## src/rtl/riscv_pkg.sv

```systemverilog
// Shared fetch-path types: NOP encoding, default address width and the queue entry layout.
package riscv_pkg;
  localparam int          XLEN_DEFAULT = 32;
  localparam logic [31:0] NOP_INSTR    = 32'h0000_0013;

  typedef struct packed {
    logic [XLEN_DEFAULT-1:0] pc;
    logic [31:0]             instr;
  } ifq_entry_t;
endpackage

```

## src/rtl/ifq_fifo.sv

```systemverilog
// DEPTH-entry circular buffer of {pc, instr} words with occupancy count and a synchronous clear.
module ifq_fifo
  import riscv_pkg::*;
#(
  parameter int DEPTH = 4,
  parameter int W     = $bits(ifq_entry_t),
  localparam int AW   = $clog2(DEPTH),
  localparam int CW   = AW + 1
) (
  input  logic          clk,
  input  logic          rst_n_i,
  input  logic          clr_i,
  input  logic          push_i,
  input  logic [W-1:0]  wdata_i,
  input  logic          pop_i,
  output logic [W-1:0]  head_o,
  output logic [CW-1:0] count_o
);
  logic [W-1:0]  mem_q [DEPTH];
  logic [AW-1:0] wr_q, wr_d, rd_q, rd_d;
  logic [CW-1:0] cnt_q, cnt_d;
  logic          do_push, do_pop;

  always_comb begin
    do_push = push_i & ~clr_i;
    do_pop  = pop_i & ~clr_i & (cnt_q != '0);
    wr_d    = wr_q;
    rd_d    = rd_q;
    cnt_d   = cnt_q;
    if (clr_i) begin
      wr_d  = '0;
      rd_d  = '0;
      cnt_d = '0;
    end else begin
      if (do_push) wr_d = wr_q + AW'(1);
      if (do_pop)  rd_d = rd_q + AW'(1);
      cnt_d = cnt_q + CW'(do_push) - CW'(do_pop);
    end
  end

  always_ff @(posedge clk) begin
    if (!rst_n_i) begin
      wr_q  <= '0;
      rd_q  <= '0;
      cnt_q <= '0;
    end else begin
      wr_q  <= wr_d;
      rd_q  <= rd_d;
      cnt_q <= cnt_d;
    end
  end

  // Storage needs no reset: entries are only visible through count_o.
  always_ff @(posedge clk) begin
    if (do_push) mem_q[wr_q] <= wdata_i;
  end

  assign head_o  = mem_q[rd_q];
  assign count_o = cnt_q;
endmodule

```

## src/rtl/if_fetch_queue.sv

```systemverilog
// Instruction-fetch front end: PC generator, 1-cycle IMEM port and decoupling queue toward ID.
// Optional IFQ_PERF_EN adds saturating stall/flush counters.
module if_fetch_queue
  import riscv_pkg::*;
#(
  parameter int              XLEN     = XLEN_DEFAULT,
  parameter int              DEPTH    = 4,
  parameter logic [XLEN-1:0] RESET_PC = '0,
  parameter int              PC_STEP  = 4,
  localparam int             CW       = $clog2(DEPTH) + 1
) (
  input  logic            clk,
  input  logic            reset,
  input  logic            PCSrc,
  input  logic [XLEN-1:0] PC_Branch,
  output logic            imem_req,
  output logic [XLEN-1:0] imem_addr,
  input  logic [31:0]     imem_rdata,
  input  logic            ID_ready,
  output logic            ID_valid,
  output logic [XLEN-1:0] PC_ID,
  output logic [31:0]     INSTRUCTION_ID,
  output logic [CW-1:0]   q_count
`ifdef IFQ_PERF_EN
  ,
  output logic [31:0]     stall_cycles,
  output logic [31:0]     flush_count
`endif
);
  logic [XLEN-1:0]    pc_q, pc_d, pc_infl_q, pc_infl_d;
  logic               infl_q, infl_d;
  logic               credit_ok, push, pop;
  logic [XLEN+31:0]   head;
  logic [CW-1:0]      fifo_cnt;

  // Counting the in-flight fetch as occupied means a response always finds a free slot.
  assign credit_ok = (int'(fifo_cnt) + int'(infl_q)) < DEPTH;
  assign imem_req  = reset & ~PCSrc & credit_ok;
  assign imem_addr = pc_q;
  assign push      = reset & infl_q & ~PCSrc;
  assign pop       = ID_valid & ID_ready & ~PCSrc;

  always_comb begin
    pc_d      = pc_q;
    infl_d    = imem_req;
    pc_infl_d = pc_infl_q;
    if (PCSrc) begin
      pc_d = PC_Branch;
    end else if (imem_req) begin
      pc_d      = pc_q + XLEN'(PC_STEP);
      pc_infl_d = pc_q;
    end
  end

  always_ff @(posedge clk) begin
    if (!reset) begin
      pc_q      <= RESET_PC;
      infl_q    <= 1'b0;
      pc_infl_q <= '0;
    end else begin
      pc_q      <= pc_d;
      infl_q    <= infl_d;
      pc_infl_q <= pc_infl_d;
    end
  end

  ifq_fifo #(.DEPTH(DEPTH), .W(XLEN + 32)) u_fifo (
    .clk     (clk),
    .rst_n_i (reset),
    .clr_i   (PCSrc),
    .push_i  (push),
    .wdata_i ({pc_infl_q, imem_rdata}),
    .pop_i   (pop),
    .head_o  (head),
    .count_o (fifo_cnt)
  );

  assign ID_valid       = reset & (fifo_cnt != '0);
  assign PC_ID          = ID_valid ? head[XLEN+31:32] : '0;
  assign INSTRUCTION_ID = ID_valid ? head[31:0] : NOP_INSTR;
  assign q_count        = fifo_cnt;

`ifdef IFQ_PERF_EN
  logic [31:0] stall_q, flush_q;

  always_ff @(posedge clk) begin
    if (!reset) begin
      stall_q <= '0;
      flush_q <= '0;
    end else begin
      if (ID_valid && !ID_ready && stall_q != '1) stall_q <= stall_q + 32'd1;
      if (PCSrc && flush_q != '1)                 flush_q <= flush_q + 32'd1;
    end
  end

  assign stall_cycles = stall_q;
  assign flush_count  = flush_q;
`endif
endmodule

```

## config.mk

```make
export PLATFORM = sky130hd
export DESIGN_NAME = if_fetch_queue
export DESIGN_NICKNAME = d
export VERILOG_FILES = /design/src/rtl/riscv_pkg.sv /design/src/rtl/ifq_fifo.sv /design/src/rtl/if_fetch_queue.sv
export SDC_FILE = /design/constraint.sdc
export NUM_CORES = 1
export LEC_CHECK = 0
export CORE_ASPECT_RATIO = 0.75
export CORE_MARGIN = 4
export CORE_UTILIZATION = 45
export CTS_BUF_LIST = sky130_fd_sc_hd__clkbuf_8
export CTS_CLUSTER_DIAMETER = 40
export DETAILED_ROUTE_END_ITERATION = 16
export GPL_ROUTABILITY_DRIVEN = 0
export PLACE_DENSITY = 0.73
export SYNTH_ARGS = -nofsm -noshare
export SYNTH_HDL_FRONTEND = slang
export SYNTH_SLANG_ARGS = --single-unit
export TNS_END_PERCENT = 10
```

## constraint.sdc

```tcl
create_clock -name clk -period 3.41 [get_ports clk]
set_clock_uncertainty 0.15 [all_clocks]
set_input_delay 0.682 -clock clk [delete_from_list [all_inputs] [get_ports clk]]
set_output_delay 0.682 -clock clk [all_outputs]
set_load 0.005 [all_outputs]
```

==> impl_results.md <==
- CP required: 2.58 ns
- Syn Std Cell Area: 13,180 µm²
- Average wire per standard cell: 21.26 µm
- Clock slew at reported path FFs: 0.06 ns
- Worst slack, placed: 0.5091 ns
- Register area share after synthesis: 69.57%
- Actual slew at the worst max-slew pin: 0.5822 ns
- Syn Nets: 912
- Area growth syn-to-layout: 25.99%
- Final hold violations: 0
- Final wirelength: 30,940 µm
- # setup viols final: 0
- Cell Chain, Critical Path: clkbuf_16 > mux4_2 > and3_1 > clkdlybuf4s50_1
- Total die area: 32,120 µm²
- First-pass GRT wire length: 46,980 µm
- Final Cell Area: 16,610 µm²
- Die H: 156.2 µm
- Clk sinks: 330
- Layout cells sized above 1: 17.10%
- Top post-synthesis cells by area: edfxtp_1, dfxtp_1, mux4_2
- Antenna viol nets, final: 0
- Critical Path Fanout Max: 19
- Detailed placement HPWL: 19,730 µm
- EDFF count, synth: 256
- Period utilization: 96.97%
- Worst setup margin: 0.1033 ns
- H-tree levels: 2
- I/O pins: 169
- Critical Path AT: 2.47 ns
- Pleak: 6.217 nW
- Cell at the slowest stage of the critical path: mux4_2
- Pin count of the biggest net entering global routing: 45
- Clock tree from TritonCTS: built
- Initial antenna violation count: 1
- Most frequent cells in the layout: edfxtp_1, clkdlybuf4s50_1, nand2_1
- Root Driver: clkbuf_8
- Worst reg-to-reg path cell count: 10
- CP endpoint kind: primary output
- Ant diodes: 0
- Worst slew margin: 60.83%
- Cells after synthesis: 835
- Fin crit period: 3.307 ns
- PnR Total Power: 7.986 mW
- Port Buf Inserts: 168
- Fillers: 2,188
- Clk_lat worst skew: 0.59 ns
- Placement Rows: 53
- Die X: 205.6 µm
- Outcome: complete, no violations
- Syn Area/Cell: 15.78 µm²
- Worst R2R Start: u_fifo.count_o[0]
- Nets: 1,108
- PwrDens: 480.9 nW/µm²
- Max Slew Vio Count: 0
- Max_cap viols: 0
- CORE AREA: 28,450 µm²
- Yosys reg bits: 330
- Vias per cell: 5.460
- Top FF cell, synth: edfxtp_1
- Worst Hold Launch: pc_infl_q[2]
- Worst hold path type: reg -> reg
- Hold-fix buffers at CTS: 0
- Initial drt markers: 659
- Grt ovf: 0
- DRC violations left: 0
- First-pass DRT Iterations: 5
- Ys async rst share: 0%
- Worst hold endpoint: u_fifo.mem_q[1][34]
- R2r endpoint: u_fifo.count_o[2]
- Min-Delay Path Depth: 0
- Area of the multi-input gates: 3761 µm²
- Worst path max stage delay: 0.51 ns
- Initial Util: 46.33%
- TNS Setup: 0 ns
- Worst vdd ir: 0.2238 mV
- Type of origin of the critical path: flop
- Vias in the first global route: 8,130
- Leading area contributor after synthesis: edfxtp_1
- Setup Crit Path Kind: reg -> out
- Fmax achieved: 0.3024 GHz
- Total track usage: 18.89%
- Via count: 7,944
- Commonest non-fill, non-tap cell in the layout: edfxtp_1
- Netlist cell types: 56
- Yosys warnings: 0
- Synth top area share: 58.33%
- Reg2reg setup slack: 0.67 ns
- CTS max path bufs: 3
- Placed inst area: 15,460 µm²
- TritonCTS Buffers: 51
- FF/Latch Area: 9178 µm²
==> cells in the mapped netlist (10+ instances only) <==
library cell    n
edfxtp_1      256
nand2_1        95
dfxtp_1        74
and3_1         71
mux4_2         64
clkbuf_1       43
a21boi_0       34
o21ai_0        17
nand3_1        14
a21oi_1        13
inv_1          11
nor2_1         11
a31oi_1        10
buf_2          10
==> stage by stage <==
step                hold WS, ns  util (%)  std cells
finish                   0.3605     58.37       1455
global route             0.3731     58.37       1455
CTS                      0.3481     57.91       1452
detailed placement       0.3447     54.34       1360
global placement         0.3322     54.34       1360
floorplan                0.3100         -        835
==> worst max-delay path: cells and delay by family (launching register included) <==
| family | cells | cell delay [ns] |
|---|---|---|
| flops | 1 | 0.46 |
| buf+inv | 2 | 0.71 |
| simple gates | 1 | 0.19 |
| mux | 1 | 0.51 |
==> worst max path at each step <==
stage / from / end / slack, ns / depth (start not counted)
6_report: flop / INSTRUCTION_ID[7] / 0.10 / 4
5_1_grt: flop / INSTRUCTION_ID[6] / -0.002 / 4
4_1_cts: flop / PC_ID[18] / -0.006 / 4
3_5_place_dp: PCSrc / u_fifo.count_o[2] / 0.51 / 10
3_3_place_gp: PCSrc / u_fifo.count_o[2] / 0.51 / 10
2_1_floorplan: reset / u_fifo.mem_q[1][0] / 0.24 / 3
==> repair_timing <==
action / 4_1_cts / 5_1_grt
cloned: 0 / 2
setup buffers: 0 / 1
pin swaps: 0 / 0
resized for setup: 5 / 27
setup endpoints to repair: 9 / 38
==> sequential cells by signal, summed over array words and instances, names as in the netlist, named ones only <==
name and cells:
u_fifo.wr_q 2, u_fifo.rd_q 2, u_fifo.mem_q 256, pc_infl_q 32
infl_q 1, imem_addr 32, u_fifo.count_o 3
==> cells by family after synthesis <==
group	count (synthesis)	share of synthesized area [%]
AO/OA/AOI/OAI	100	5.278
XOR/XNOR	16	1.063
AND/OR/NAND/NOR	244	9.816
flip-flops	330	69.57
adder cells (fa/ha/maj)	9	0.9114
multiplexers	68	11.25
buffers and inverters	68	2.117
==> power by group <==
group	leakage [nW]	internal (mW)	switching [mW]
registers	3.09	4.37	0.0735
logic	2.53	0.188	0.158
clock network	0.597	1.70	1.50
==> area by class of cell <==
class / count / area share (%)
clock buffers: 57 / 4.724
clock inverters: 35 / 1.304
inverters: 12 / 0.2712
multi-input cells: 437 / 22.65
flip-flops and latches: 330 / 55.27
well taps: 385 / 2.901
repair buffers: 199 / 12.88
==> layer usage <==
metal | wire length (µm) | global-route usage, % | part of all wire, % | up-vias
li1 | - | - | - | 3633
met1 | 13870 | 27.44 | 45 | 3990
met2 | 14390 | 29.30 | 46 | 274
met3 | 2166 | 4.371 | 7.0 | 47
met4 | 515 | 4.654 | 1.7 | 0
met5 | 0 | 0 | 0 | -
Note: power is estimated with default switching activity, not from simulation.
